### src/rtl/riscv_ctrl_pkg.sv
// Shared encodings for the RV32I multicycle control FSM: states, opcodes, ALUOp and datapath selects.
package riscv_ctrl_pkg;

   typedef enum logic [3:0] {
      S_FETCH,
      S_DECODE,
      S_MEMADR,
      S_MEMREAD,
      S_MEMWB,
      S_MEMWRITE,
      S_EXECR,
      S_EXECI,
      S_ALUWB,
      S_BEQ,
      S_JAL,
      S_TRAP
   } state_t;

   typedef enum logic [1:0] {
      ALUOP_ADD   = 2'b00,
      ALUOP_SUB   = 2'b01,
      ALUOP_FUNCT = 2'b10
   } aluop_t;

   localparam logic [6:0] OP_LW  = 7'b0000011;
   localparam logic [6:0] OP_SW  = 7'b0100011;
   localparam logic [6:0] OP_R   = 7'b0110011;
   localparam logic [6:0] OP_I   = 7'b0010011;
   localparam logic [6:0] OP_BEQ = 7'b1100011;
   localparam logic [6:0] OP_JAL = 7'b1101111;

   localparam logic [1:0] RES_ALUOUT    = 2'b00;
   localparam logic [1:0] RES_DATA      = 2'b01;
   localparam logic [1:0] RES_ALURESULT = 2'b10;

   localparam logic [1:0] SRCA_PC    = 2'b00;
   localparam logic [1:0] SRCA_OLDPC = 2'b01;
   localparam logic [1:0] SRCA_A     = 2'b10;

   localparam logic [1:0] SRCB_WD   = 2'b00;
   localparam logic [1:0] SRCB_IMM  = 2'b01;
   localparam logic [1:0] SRCB_FOUR = 2'b10;

   localparam logic [1:0] IMM_I = 2'b00;
   localparam logic [1:0] IMM_S = 2'b01;
   localparam logic [1:0] IMM_B = 2'b10;
   localparam logic [1:0] IMM_J = 2'b11;

   localparam logic [2:0] ALU_ADD = 3'b000;
   localparam logic [2:0] ALU_SUB = 3'b001;
   localparam logic [2:0] ALU_AND = 3'b010;
   localparam logic [2:0] ALU_OR  = 3'b011;
   localparam logic [2:0] ALU_SLT = 3'b101;

endpackage

### src/rtl/multicycle_controller_if.sv
// Controller <-> datapath bundle: instruction fields and ALU flag in, selects and enables out.
interface multicycle_controller_if;

   logic [6:0] op;
   logic [2:0] funct3;
   logic       funct7b5;
   logic       zero;

   logic [1:0] ResultSrc;
   logic [2:0] ALUControl;
   logic [1:0] ALUSrcA;
   logic [1:0] ALUSrcB;
   logic [1:0] ImmSrc;
   logic       RegWrite;
   logic       AdrSrc;
   logic       IRWrite;
   logic       PCWrite;
   logic       MemWrite;
   logic       illegal;

   modport master (
      input  op, funct3, funct7b5, zero,
      output ResultSrc, ALUControl, ALUSrcA, ALUSrcB, ImmSrc,
             RegWrite, AdrSrc, IRWrite, PCWrite, MemWrite, illegal
   );

   modport slave (
      output op, funct3, funct7b5, zero,
      input  ResultSrc, ALUControl, ALUSrcA, ALUSrcB, ImmSrc,
             RegWrite, AdrSrc, IRWrite, PCWrite, MemWrite, illegal
   );

endinterface

### src/rtl/multicycle_controller_alu_decoder.sv
// alu_decoder: maps the FSM's ALUOp plus funct3/funct7 bits onto the ALU operation code.
module alu_decoder
   import riscv_ctrl_pkg::*;
(
   input  aluop_t     i_aluOp,
   input  logic [2:0] i_funct3,
   input  logic       i_opb5,
   input  logic       i_funct7b5,
   output logic [2:0] o_aluControl
);

   logic w_rtypeSub;

   // Only R-type (op[5]=1) with funct7b5 subtracts; addi must ignore imm bit 30.
   assign w_rtypeSub = i_opb5 & i_funct7b5;

   always_comb begin
      o_aluControl = ALU_ADD;
      case (i_aluOp)
         ALUOP_ADD: o_aluControl = ALU_ADD;
         ALUOP_SUB: o_aluControl = ALU_SUB;
         ALUOP_FUNCT: begin
            case (i_funct3)
               3'b000:  o_aluControl = w_rtypeSub ? ALU_SUB : ALU_ADD;
               3'b010:  o_aluControl = ALU_SLT;
               3'b110:  o_aluControl = ALU_OR;
               3'b111:  o_aluControl = ALU_AND;
               default: o_aluControl = ALU_ADD;
            endcase
         end
         default: o_aluControl = ALU_ADD;
      endcase
   end

endmodule

### src/rtl/multicycle_controller.sv
// RV32I multicycle main control FSM (lw, sw, R, I, beq, jal).
// Build option RV_CTRL_TRAP_EN: unknown opcodes lock into a TRAP state raising illegal.
module multicycle_controller
   import riscv_ctrl_pkg::*;
(
   input  logic                    clk,
   input  logic                    rst,
   multicycle_controller_if.master bus
);

   state_t     r_state;
   state_t     w_nextState;
   aluop_t     w_aluOp;
   logic [1:0] w_resultSrc;
   logic [1:0] w_srcA;
   logic [1:0] w_srcB;
   logic       w_adrSrc;
   logic       w_regWrite;
   logic       w_irWrite;
   logic       w_memWrite;
   logic       w_pcUpdate;
   logic       w_branch;
   logic [1:0] w_immSrc;
   logic [2:0] w_aluControl;

   always_ff @(posedge clk or negedge rst) begin
      if (!rst) r_state <= S_FETCH;
      else      r_state <= w_nextState;
   end

   always_comb begin
      w_nextState = S_FETCH;
      case (r_state)
         S_FETCH:  w_nextState = S_DECODE;
         S_DECODE: begin
            case (bus.op)
               OP_LW, OP_SW: w_nextState = S_MEMADR;
               OP_R:         w_nextState = S_EXECR;
               OP_I:         w_nextState = S_EXECI;
               OP_BEQ:       w_nextState = S_BEQ;
               OP_JAL:       w_nextState = S_JAL;
`ifdef RV_CTRL_TRAP_EN
               default:      w_nextState = S_TRAP;
`else
               default:      w_nextState = S_FETCH;
`endif
            endcase
         end
         S_MEMADR:   w_nextState = (bus.op == OP_LW) ? S_MEMREAD : S_MEMWRITE;
         S_MEMREAD:  w_nextState = S_MEMWB;
         S_EXECR:    w_nextState = S_ALUWB;
         S_EXECI:    w_nextState = S_ALUWB;
         S_JAL:      w_nextState = S_ALUWB;
         S_TRAP:     w_nextState = S_TRAP;
         default:    w_nextState = S_FETCH;
      endcase
   end

   always_comb begin
      w_aluOp     = ALUOP_ADD;
      w_resultSrc = RES_ALUOUT;
      w_srcA      = SRCA_PC;
      w_srcB      = SRCB_WD;
      w_adrSrc    = 1'b0;
      w_regWrite  = 1'b0;
      w_irWrite   = 1'b0;
      w_memWrite  = 1'b0;
      w_pcUpdate  = 1'b0;
      w_branch    = 1'b0;
      case (r_state)
         S_FETCH: begin
            w_srcB      = SRCB_FOUR;
            w_resultSrc = RES_ALURESULT;
            w_irWrite   = 1'b1;
            w_pcUpdate  = 1'b1;
         end
         S_DECODE: begin
            w_srcA = SRCA_OLDPC;
            w_srcB = SRCB_IMM;
         end
         S_MEMADR: begin
            w_srcA = SRCA_A;
            w_srcB = SRCB_IMM;
         end
         S_MEMREAD:  w_adrSrc = 1'b1;
         S_MEMWB: begin
            w_resultSrc = RES_DATA;
            w_regWrite  = 1'b1;
         end
         S_MEMWRITE: begin
            w_adrSrc   = 1'b1;
            w_memWrite = 1'b1;
         end
         S_EXECR: begin
            w_srcA  = SRCA_A;
            w_aluOp = ALUOP_FUNCT;
         end
         S_EXECI: begin
            w_srcA  = SRCA_A;
            w_srcB  = SRCB_IMM;
            w_aluOp = ALUOP_FUNCT;
         end
         S_ALUWB:    w_regWrite = 1'b1;
         S_BEQ: begin
            w_srcA   = SRCA_A;
            w_aluOp  = ALUOP_SUB;
            w_branch = 1'b1;
         end
         S_JAL: begin
            w_srcA     = SRCA_OLDPC;
            w_srcB     = SRCB_FOUR;
            w_pcUpdate = 1'b1;
         end
         default: ;
      endcase
   end

   always_comb begin
      w_immSrc = IMM_I;
      case (bus.op)
         OP_SW:   w_immSrc = IMM_S;
         OP_BEQ:  w_immSrc = IMM_B;
         OP_JAL:  w_immSrc = IMM_J;
         default: w_immSrc = IMM_I;
      endcase
   end

   alu_decoder u_aluDecoder (
      .i_aluOp      (w_aluOp),
      .i_funct3     (bus.funct3),
      .i_opb5       (bus.op[5]),
      .i_funct7b5   (bus.funct7b5),
      .o_aluControl (w_aluControl)
   );

   // Enables are gated by rst so nothing writes while reset is held, even mid-instruction.
   assign bus.ResultSrc  = w_resultSrc;
   assign bus.ALUControl = w_aluControl;
   assign bus.ALUSrcA    = w_srcA;
   assign bus.ALUSrcB    = w_srcB;
   assign bus.ImmSrc     = w_immSrc;
   assign bus.AdrSrc     = w_adrSrc;
   assign bus.RegWrite   = rst & w_regWrite;
   assign bus.IRWrite    = rst & w_irWrite;
   assign bus.MemWrite   = rst & w_memWrite;
   assign bus.PCWrite    = rst & (w_pcUpdate | (w_branch & bus.zero));
`ifdef RV_CTRL_TRAP_EN
   assign bus.illegal    = rst & (r_state == S_TRAP);
`else
   assign bus.illegal    = 1'b0;
`endif

endmodule
### src/flat_wrapper.sv
// flat-port wrapper written by rule: the top's interface ports become plain ports
module multicycle_controller_flat import riscv_ctrl_pkg::*;
  (clk, rst, bus_op, bus_funct3, bus_funct7b5, bus_zero, bus_ResultSrc, bus_ALUControl, bus_ALUSrcA, bus_ALUSrcB, bus_ImmSrc, bus_RegWrite, bus_AdrSrc, bus_IRWrite, bus_PCWrite, bus_MemWrite, bus_illegal);
  multicycle_controller_if bus_i ();
  input  logic clk;
  input  logic rst;
  input wire logic [$bits(bus_i.op)-1:0] bus_op;
  input wire logic [$bits(bus_i.funct3)-1:0] bus_funct3;
  input wire logic [$bits(bus_i.funct7b5)-1:0] bus_funct7b5;
  input wire logic [$bits(bus_i.zero)-1:0] bus_zero;
  output wire logic [$bits(bus_i.ResultSrc)-1:0] bus_ResultSrc;
  output wire logic [$bits(bus_i.ALUControl)-1:0] bus_ALUControl;
  output wire logic [$bits(bus_i.ALUSrcA)-1:0] bus_ALUSrcA;
  output wire logic [$bits(bus_i.ALUSrcB)-1:0] bus_ALUSrcB;
  output wire logic [$bits(bus_i.ImmSrc)-1:0] bus_ImmSrc;
  output wire logic [$bits(bus_i.RegWrite)-1:0] bus_RegWrite;
  output wire logic [$bits(bus_i.AdrSrc)-1:0] bus_AdrSrc;
  output wire logic [$bits(bus_i.IRWrite)-1:0] bus_IRWrite;
  output wire logic [$bits(bus_i.PCWrite)-1:0] bus_PCWrite;
  output wire logic [$bits(bus_i.MemWrite)-1:0] bus_MemWrite;
  output wire logic [$bits(bus_i.illegal)-1:0] bus_illegal;
  assign bus_i.op = bus_op;
  assign bus_i.funct3 = bus_funct3;
  assign bus_i.funct7b5 = bus_funct7b5;
  assign bus_i.zero = bus_zero;
  assign bus_ResultSrc = bus_i.ResultSrc;
  assign bus_ALUControl = bus_i.ALUControl;
  assign bus_ALUSrcA = bus_i.ALUSrcA;
  assign bus_ALUSrcB = bus_i.ALUSrcB;
  assign bus_ImmSrc = bus_i.ImmSrc;
  assign bus_RegWrite = bus_i.RegWrite;
  assign bus_AdrSrc = bus_i.AdrSrc;
  assign bus_IRWrite = bus_i.IRWrite;
  assign bus_PCWrite = bus_i.PCWrite;
  assign bus_MemWrite = bus_i.MemWrite;
  assign bus_illegal = bus_i.illegal;
  multicycle_controller u_core (.clk(clk), .rst(rst), .bus(bus_i));
endmodule
### config.mk
export PLATFORM = sky130hd
export DESIGN_NAME = multicycle_controller_flat
export DESIGN_NICKNAME = d
export VERILOG_FILES = /design/src/rtl/riscv_ctrl_pkg.sv /design/src/rtl/multicycle_controller_if.sv /design/src/rtl/multicycle_controller_alu_decoder.sv /design/src/rtl/multicycle_controller.sv /design/src/flat_wrapper.sv
export SDC_FILE = /design/constraint.sdc
export NUM_CORES = 1
export LEC_CHECK = 0
export BUFFER_PORTS_ARGS = -buffer_cell sky130_fd_sc_hd__clkbuf_2
export CELL_PAD_IN_SITES_DETAIL_PLACEMENT = 1
export CELL_PAD_IN_SITES_GLOBAL_PLACEMENT = 2
export CORE_MARGIN = 10
export CORE_UTILIZATION = 23
export DETAILED_ROUTE_END_ITERATION = 16
export PLACE_DENSITY = 0.77
export SYNTH_ARGS = -nofsm -noshare
export SYNTH_HDL_FRONTEND = slang
export SYNTH_SLANG_ARGS = --single-unit
### constraint.sdc
create_clock -name clk -period 1.5 [get_ports clk]
set_input_delay 0 -clock clk [delete_from_list [all_inputs] [get_ports clk]]
set_output_delay 0 -clock clk [all_outputs]
set_load 0.05 [all_outputs]
==> results.yml, run 1 <==
logic_synthesis:
  synth_edf_count: 0
  yosysTopAreaCell: "dfrtp_1"
  muxShareOfSynthArea_pct: 1.702
  ys_seq_area_share_pct: 17.02
  yosys.area_share.simple_pct: 43.62
  synth_compound_gate_area_share_pct: 17.87
  yosys.area_share.xor_xnor_pct: 5.957
  yosys.area_share.adder_pct: 4.255
  synth.top_cell.area_share_pct: 17.02
  synth.avg_cell_area_sq_um: 8.056
  yosys_most_used_dff: "dfrtp_1"
  syn_nets: 89
  syn_inst: 73
  syn_area_sq_um: 588.1
  yosys_warnings: 0
  ys_ff_latch: 4
  ys_types: 41
  synthArstFlopShare_pct: 100.0
  synthTopCellsByArea: "dfrtp_1, nor2b_1, and3_1, ha_1, xnor2_1"
  synth_top_family_by_area: "simple AND/OR/NAND/NOR gates"
layout:
  largestRegisters: "u_core.r_state x4"
  regMostFlops: "u_core.r_state"
  layout_commonest_cell: "buf_4"
  postLayoutCoreUtil_pct: 49.90
  nFillCells: 279
  layout_common_cells: "buf_4, clkbuf_2, clkbuf_4"
  layout-drive-gt1-share_pct: 68.33
  antennaDiodeCount: 0
  flow.area_growth_from_synthesis_pct: 108.3
  largest_register_ffs: 4
  nets: 138
place:
  hpwl_mm: 1.826
  gp_congestion: 0.7778
  port_buffers: 29
setup_path:
  r2r_start: "u_core.r_state[2]$_DFF_PN0_"
  critPathRequiredTime_ns: 1.50
  timing.rr.end: "u_core.r_state[0]$_DFF_PN0_"
  startpoint_type: "flop"
  worstRegToRegCells: 7
  cp-end-kind: "output port"
  crit_fanout: 4
  worstSetupStartpoint: "u_core.r_state[3]$_DFF_PN0_"
  crit_end: "bus_ALUControl[2]"
  arrival_ns: 1.66
  critPathKind: "flop to output port"
  rrSetupSlack_ns: 0.13
worst_hold_path:
  hp-class: "input pin to flop"
  whs_path_depth: 4
sta:
  slew_violations: 0
  min_period_over_period_pct: 110.3
  fmax_mhz: 604.2
  rsz0062_at_grt: "yes"
  period_needed_ns: 1.655
  setup_viol: 6
  setup_ws_ns: -0.1550
  skew_ns: 0.01028
  hold_viol: 0
grt:
  gr-usage-all-layers_pct: 8.866
  globalRouteMet3Util_pct: 2.650
  grt_pass1_wl_mm: 3.739
  met2_usage_pct: 15.77
  grt_antenna_before_repair: 0
  grt_max_degree: 15
  met1_usage_pct: 9.213
  busiest_layer: "met2"
  grt_pass1_vias: 827
  grt_overflow_total: 0
detailed_routing:
  post_drt_via_cell_ratio: 4.927
  detail_route.wirelength_mm: 2.331
  vias: 739
  drc: 0
  dr.pass1.iters: 2
  ant_nets: 0
  wl_per_cell_microns: 15.54
  drtIter0Drc: 8
cts:
  h-tree-depth: 1
  root_buffer: "clkbuf_4"
  cts_buffer_depth: 2
  clk-insertion-delay-late_ns: 0.24
  cts.sinks: 4
  numCtsBuffers: 3
  clk_pin_slew_ns: 0.04
  cts_tree: "done"
floorplan:
  num_io_pins: 31
  dieHeight_microns: 70.57
  initial_utilization_pct: 23.96
  die_x_microns: 70.57
  core-area_sq_um: 2455
  die-area_sq_um: 4979
  rows: 18
run:
  drv_cap: 0
power:
  p_per_area_nw_per_um2: 1066
  total_power_uw: 1306
  p_leak_uw: 0.0005612
  ir_worst_vdd_uv: 1089
status:
  violations: "setup timing"
  outcome: "finished with violations"
[worst max-delay path: stages (launching register included)]
cell     delay [ns]
dfrtp_2        0.43
nor2b_4        0.13
and2_4         0.16
ha_4           0.13
nand2_4        0.06
nor4_4         0.31
buf_12         0.18
[cells by family after synthesis]
family                     after synthesis
muxes                                    1
AOI/OAI and AO/OA                       12
other                                    1
DFF                                      4
buffers and inverters                   10
adders and majority gates                2
and+or+nand+nor                         39
xor gates and xnor gates                 4
[layer usage]
metal  routed length, microns  share of wire [%]
met4                       16               0.69
met2                     1249                 54
met1                      923                 40
met3                      141                6.0
met5                        0                  0
[synthesized netlist by cell type (all sizes together), types with 2 or more instances]
| library cell | n |
|---|---|
| nor2b | 6 |
| buf | 5 |
| inv | 5 |
| and3 | 4 |
| dfrtp | 4 |
| nand2 | 4 |
| nor2 | 4 |
| and2 | 3 |
| nor3 | 3 |
| a21oi | 2 |
| ha | 2 |
| nand2b | 2 |
| nand4 | 2 |
| nor3b | 2 |
| nor4 | 2 |
| o21ai | 2 |
| xnor2 | 2 |
| xor2 | 2 |
[per-stage QoR]
stage                     cell area (sq um)  setup TNS (ns)  std cells  hold WS [ns]  worst slack (ns)
after detailed placement              994.7               0        140       -0.1509           0.02129
after CTS                              1115         -0.4864        147        0.1359           -0.1523
after floorplan                       694.4         -0.4162         73       -0.2956           -0.2426
after global routing                   1225          -1.202        150        0.1460           -0.2412
final                                  1225         -0.5880        150        0.1272           -0.1550
after global placement                994.7               0        140       -0.1544           0.05655
[worst min path at each step]
stage / start / to / slack (ns)
floorplan: rst / u_core.r_state[0]$_DFF_PN0_ / -0.30
global placement: rst / u_core.r_state[3]$_DFF_PN0_ / -0.15
detailed placement: rst / u_core.r_state[3]$_DFF_PN0_ / -0.15
CTS: rst / u_core.r_state[3]$_DFF_PN0_ / 0.14
global route: rst / u_core.r_state[1]$_DFF_PN0_ / 0.15
finish: bus_op[6] / u_core.r_state[1]$_DFF_PN0_ / 0.13
[area by class of cell]
class | count | area [sq um] | area share [%]
well taps | 30 | 37.54 | 3.064
multi-input cells | 59 | 611.8 | 49.95
clock buffers | 3 | 22.52 | 1.839
repair buffers | 49 | 432.9 | 35.34
inverters | 5 | 18.77 | 1.532
flip-flops and latches | 4 | 101.3 | 8.274
[power breakdown]
group	switching (uW)	leakage, uW	internal (uW)
sequential	7.84	0.0000515	124
clock	49.5	0.0000138	89.8
combinational	582	0.000496	453
total	639	0.000561	667
[what timing repair did]
action / 4_1_cts / 5_1_grt
pin swaps: 4 / 4
gates resized for setup: 17 / 28
setup buffers: 3 / 4
hold buffers: 1 / 0
setup endpoints to repair: 7 / 14
endpoints found under the hold margin: 4 / 0
No activity file was read; power rests on OpenSTA's default activity.
==> inputs of run 2 (changes only) <==
CTS_BUF_LIST = sky130_fd_sc_hd__clkbuf_16   (was default)
==> run 2 against run 1 <==
Compared with the run above: the flow still finishes with violations (setup timing); maximum frequency grew 2.4%; via count shrank 1.9%; first-iteration DRC count grew 63%; sequential cell count is the same; non-clock buffer count shrank 4; die area is the same.
==> results.yml, run 2 (same netlist as run 1, synthesis figures left out) <==
power:
  p_leak_uw: 0.0005412
  total_power_uw: 1465
  p_clk_share_pct: 28.3
  switching_share_pct: 43.09
  p_seq_share_pct: 9.1
  comb_power_share_pct: 62.6
  power_switching_uw: 631.0
  internal_power_uw: 833.5
  ir_worst_vdd_uv: 1046
  p_per_area_nw_per_um2: 1241
cts:
  cts_tree: "done"
  cts.sinks: 4
  cts_buffer_depth: 2
  h-tree-depth: 1
  numCtsBuffers: 3
  clk-insertion-delay-late_ns: 0.22
  root_buffer: "clkbuf_16"
  clk_pin_slew_ns: 0.03
setup_path:
  cp-end-kind: "output port"
  worstRegToRegCells: 6
  crit_chain: "nor2b_4 > and2_4 > ha_4 > nand2_4 > nor4_4 > buf_12"
  crit_fanout: 4
  arrival_ns: 1.62
  startpoint_type: "flop"
  slowest_stage: "dfrtp_2"
  max_stage_delay_ns: 0.43
  critPathKind: "flop to output port"
  rrSetupSlack_ns: 0.19
  critPathRequiredTime_ns: 1.50
grt:
  grt_max_degree: 15
  gr-usage-all-layers_pct: 8.868
  grt_overflow_total: 0
  grt_pass1_vias: 815
  grt_pass1_wl_mm: 3.663
  grt_antenna_before_repair: 0
floorplan:
  core-area_sq_um: 2455
  rows: 18
  die_x_microns: 70.57
  num_io_pins: 31
  initial_utilization_pct: 23.96
  dieHeight_microns: 70.57
  die-area_sq_um: 4979
place:
  port_buffers: 29
  hpwl_mm: 1.826
  gp_congestion: 0.7778
layout:
  nets: 134
  largestRegisters: "u_core.r_state x4"
  postLayoutCoreUtil_pct: 48.06
  layout_commonest_cell: "buf_4"
  layout_common_cells: "buf_4, clkbuf_2, buf_12"
  largest_register_ffs: 4
  antennaDiodeCount: 0
  layout-drive-gt1-share_pct: 66.38
  regMostFlops: "u_core.r_state"
  flow.area_growth_from_synthesis_pct: 100.6
detailed_routing:
  drtIter0Drc: 13
  wl_per_cell_microns: 15.52
  drc: 0
  vias: 725
  detail_route.wirelength_mm: 2.266
  ant_nets: 0
  post_drt_via_cell_ratio: 4.966
  dr.pass1.iters: 3
sta:
  skew_ns: 0.001539
  period_needed_ns: 1.616
  hold_viol: 0
  slew_violations: 0
  setup_ws_ns: -0.1157
  min_period_over_period_pct: 107.7
  rsz0062_at_grt: "yes"
  hold_slack_ns: 0.1484
  fmax_mhz: 618.9
  setup_viol: 4
status:
  outcome: "finished with violations"
  violations: "setup timing"
worst_hold_path:
  whs_path_depth: 4
  hp-class: "input pin to flop"
run:
  drv_cap: 0
==> run 2: layout make-up <==
type	instances	area (sq um)
Inverter	5	18.77
Tap cell	30	37.54
Sequential cell	4	101.3
Fill cell	280	1275
Multi-Input combinational cell	59	581.8
Clock buffer	3	75.07
Timing Repair Buffer	45	365.4
==> run 2: worst paths after layout <==
kind                                                    end                   startpoint
worst max-delay path                      bus_ALUControl[2]  u_core.r_state[3]$_DFF_PN0_
worst min-delay path            u_core.r_state[1]$_DFF_PN0_                    bus_op[6]
worst max register to register  u_core.r_state[0]$_DFF_PN0_  u_core.r_state[2]$_DFF_PN0_
worst min register to register  u_core.r_state[2]$_DFF_PN0_  u_core.r_state[0]$_DFF_PN0_
max in group asynchronous       u_core.r_state[3]$_DFF_PN0_                          rst
min in group asynchronous       u_core.r_state[1]$_DFF_PN0_                          rst
==> run 2: critical path, delay by kind of cell, from the launching register on <==
family / cells / cell delay [ns]
AND/OR/NAND/NOR: 4 / 0.65
flip-flops: 1 / 0.43
adder cells (fa/ha/maj): 1 / 0.13
buffers and inverters: 1 / 0.18
==> run 2: repair_timing <==
| action | in CTS | in global routing |
|---|---|---|
| pin swaps | 4 | 2 |
| gates cloned | 0 | 0 |
| hold buffers | 1 | 0 |
| hold endpoints to repair | 4 | 0 |
| resized for setup | 13 | 18 |
| buffers inserted | 2 | 0 |
| setup endpoints to repair | 6 | 12 |
==> run 2: through the flow <==
step / instance area (sq um) / TNS (ns) / instances / setup WS [ns]
5_1_grt: 1180 / -0.6872 / 146 / -0.1957
6_report: 1180 / -0.2971 / 146 / -0.1157
2_1_floorplan: 694.4 / -0.4162 / 73 / -0.2426
4_1_cts: 1137 / -0.4574 / 146 / -0.1433
3_3_place_gp: 994.7 / 0 / 140 / 0.05655
3_5_place_dp: 994.7 / 0 / 140 / 0.02129
==> run 2: routing by layer <==
metal | track usage, % | part of all wire [%] | vias up
li1 | - | - | 350
met5 | 0 | 0 | -
met1 | 8.905 | 39 | 348
met4 | 5.161 | 1.2 | 0
met3 | 3.068 | 6.3 | 2
met2 | 15.57 | 53 | 25
==> run 2: power by group through the flow <==
stage               registers [uW]  logic [uW]  clock network, uW
floorplan                      133         596                  0
global placement               134         812                  0
detailed placement             134         827                  0
CTS                            133         885                419
global route                   134         975                432
finish                         133         917                414
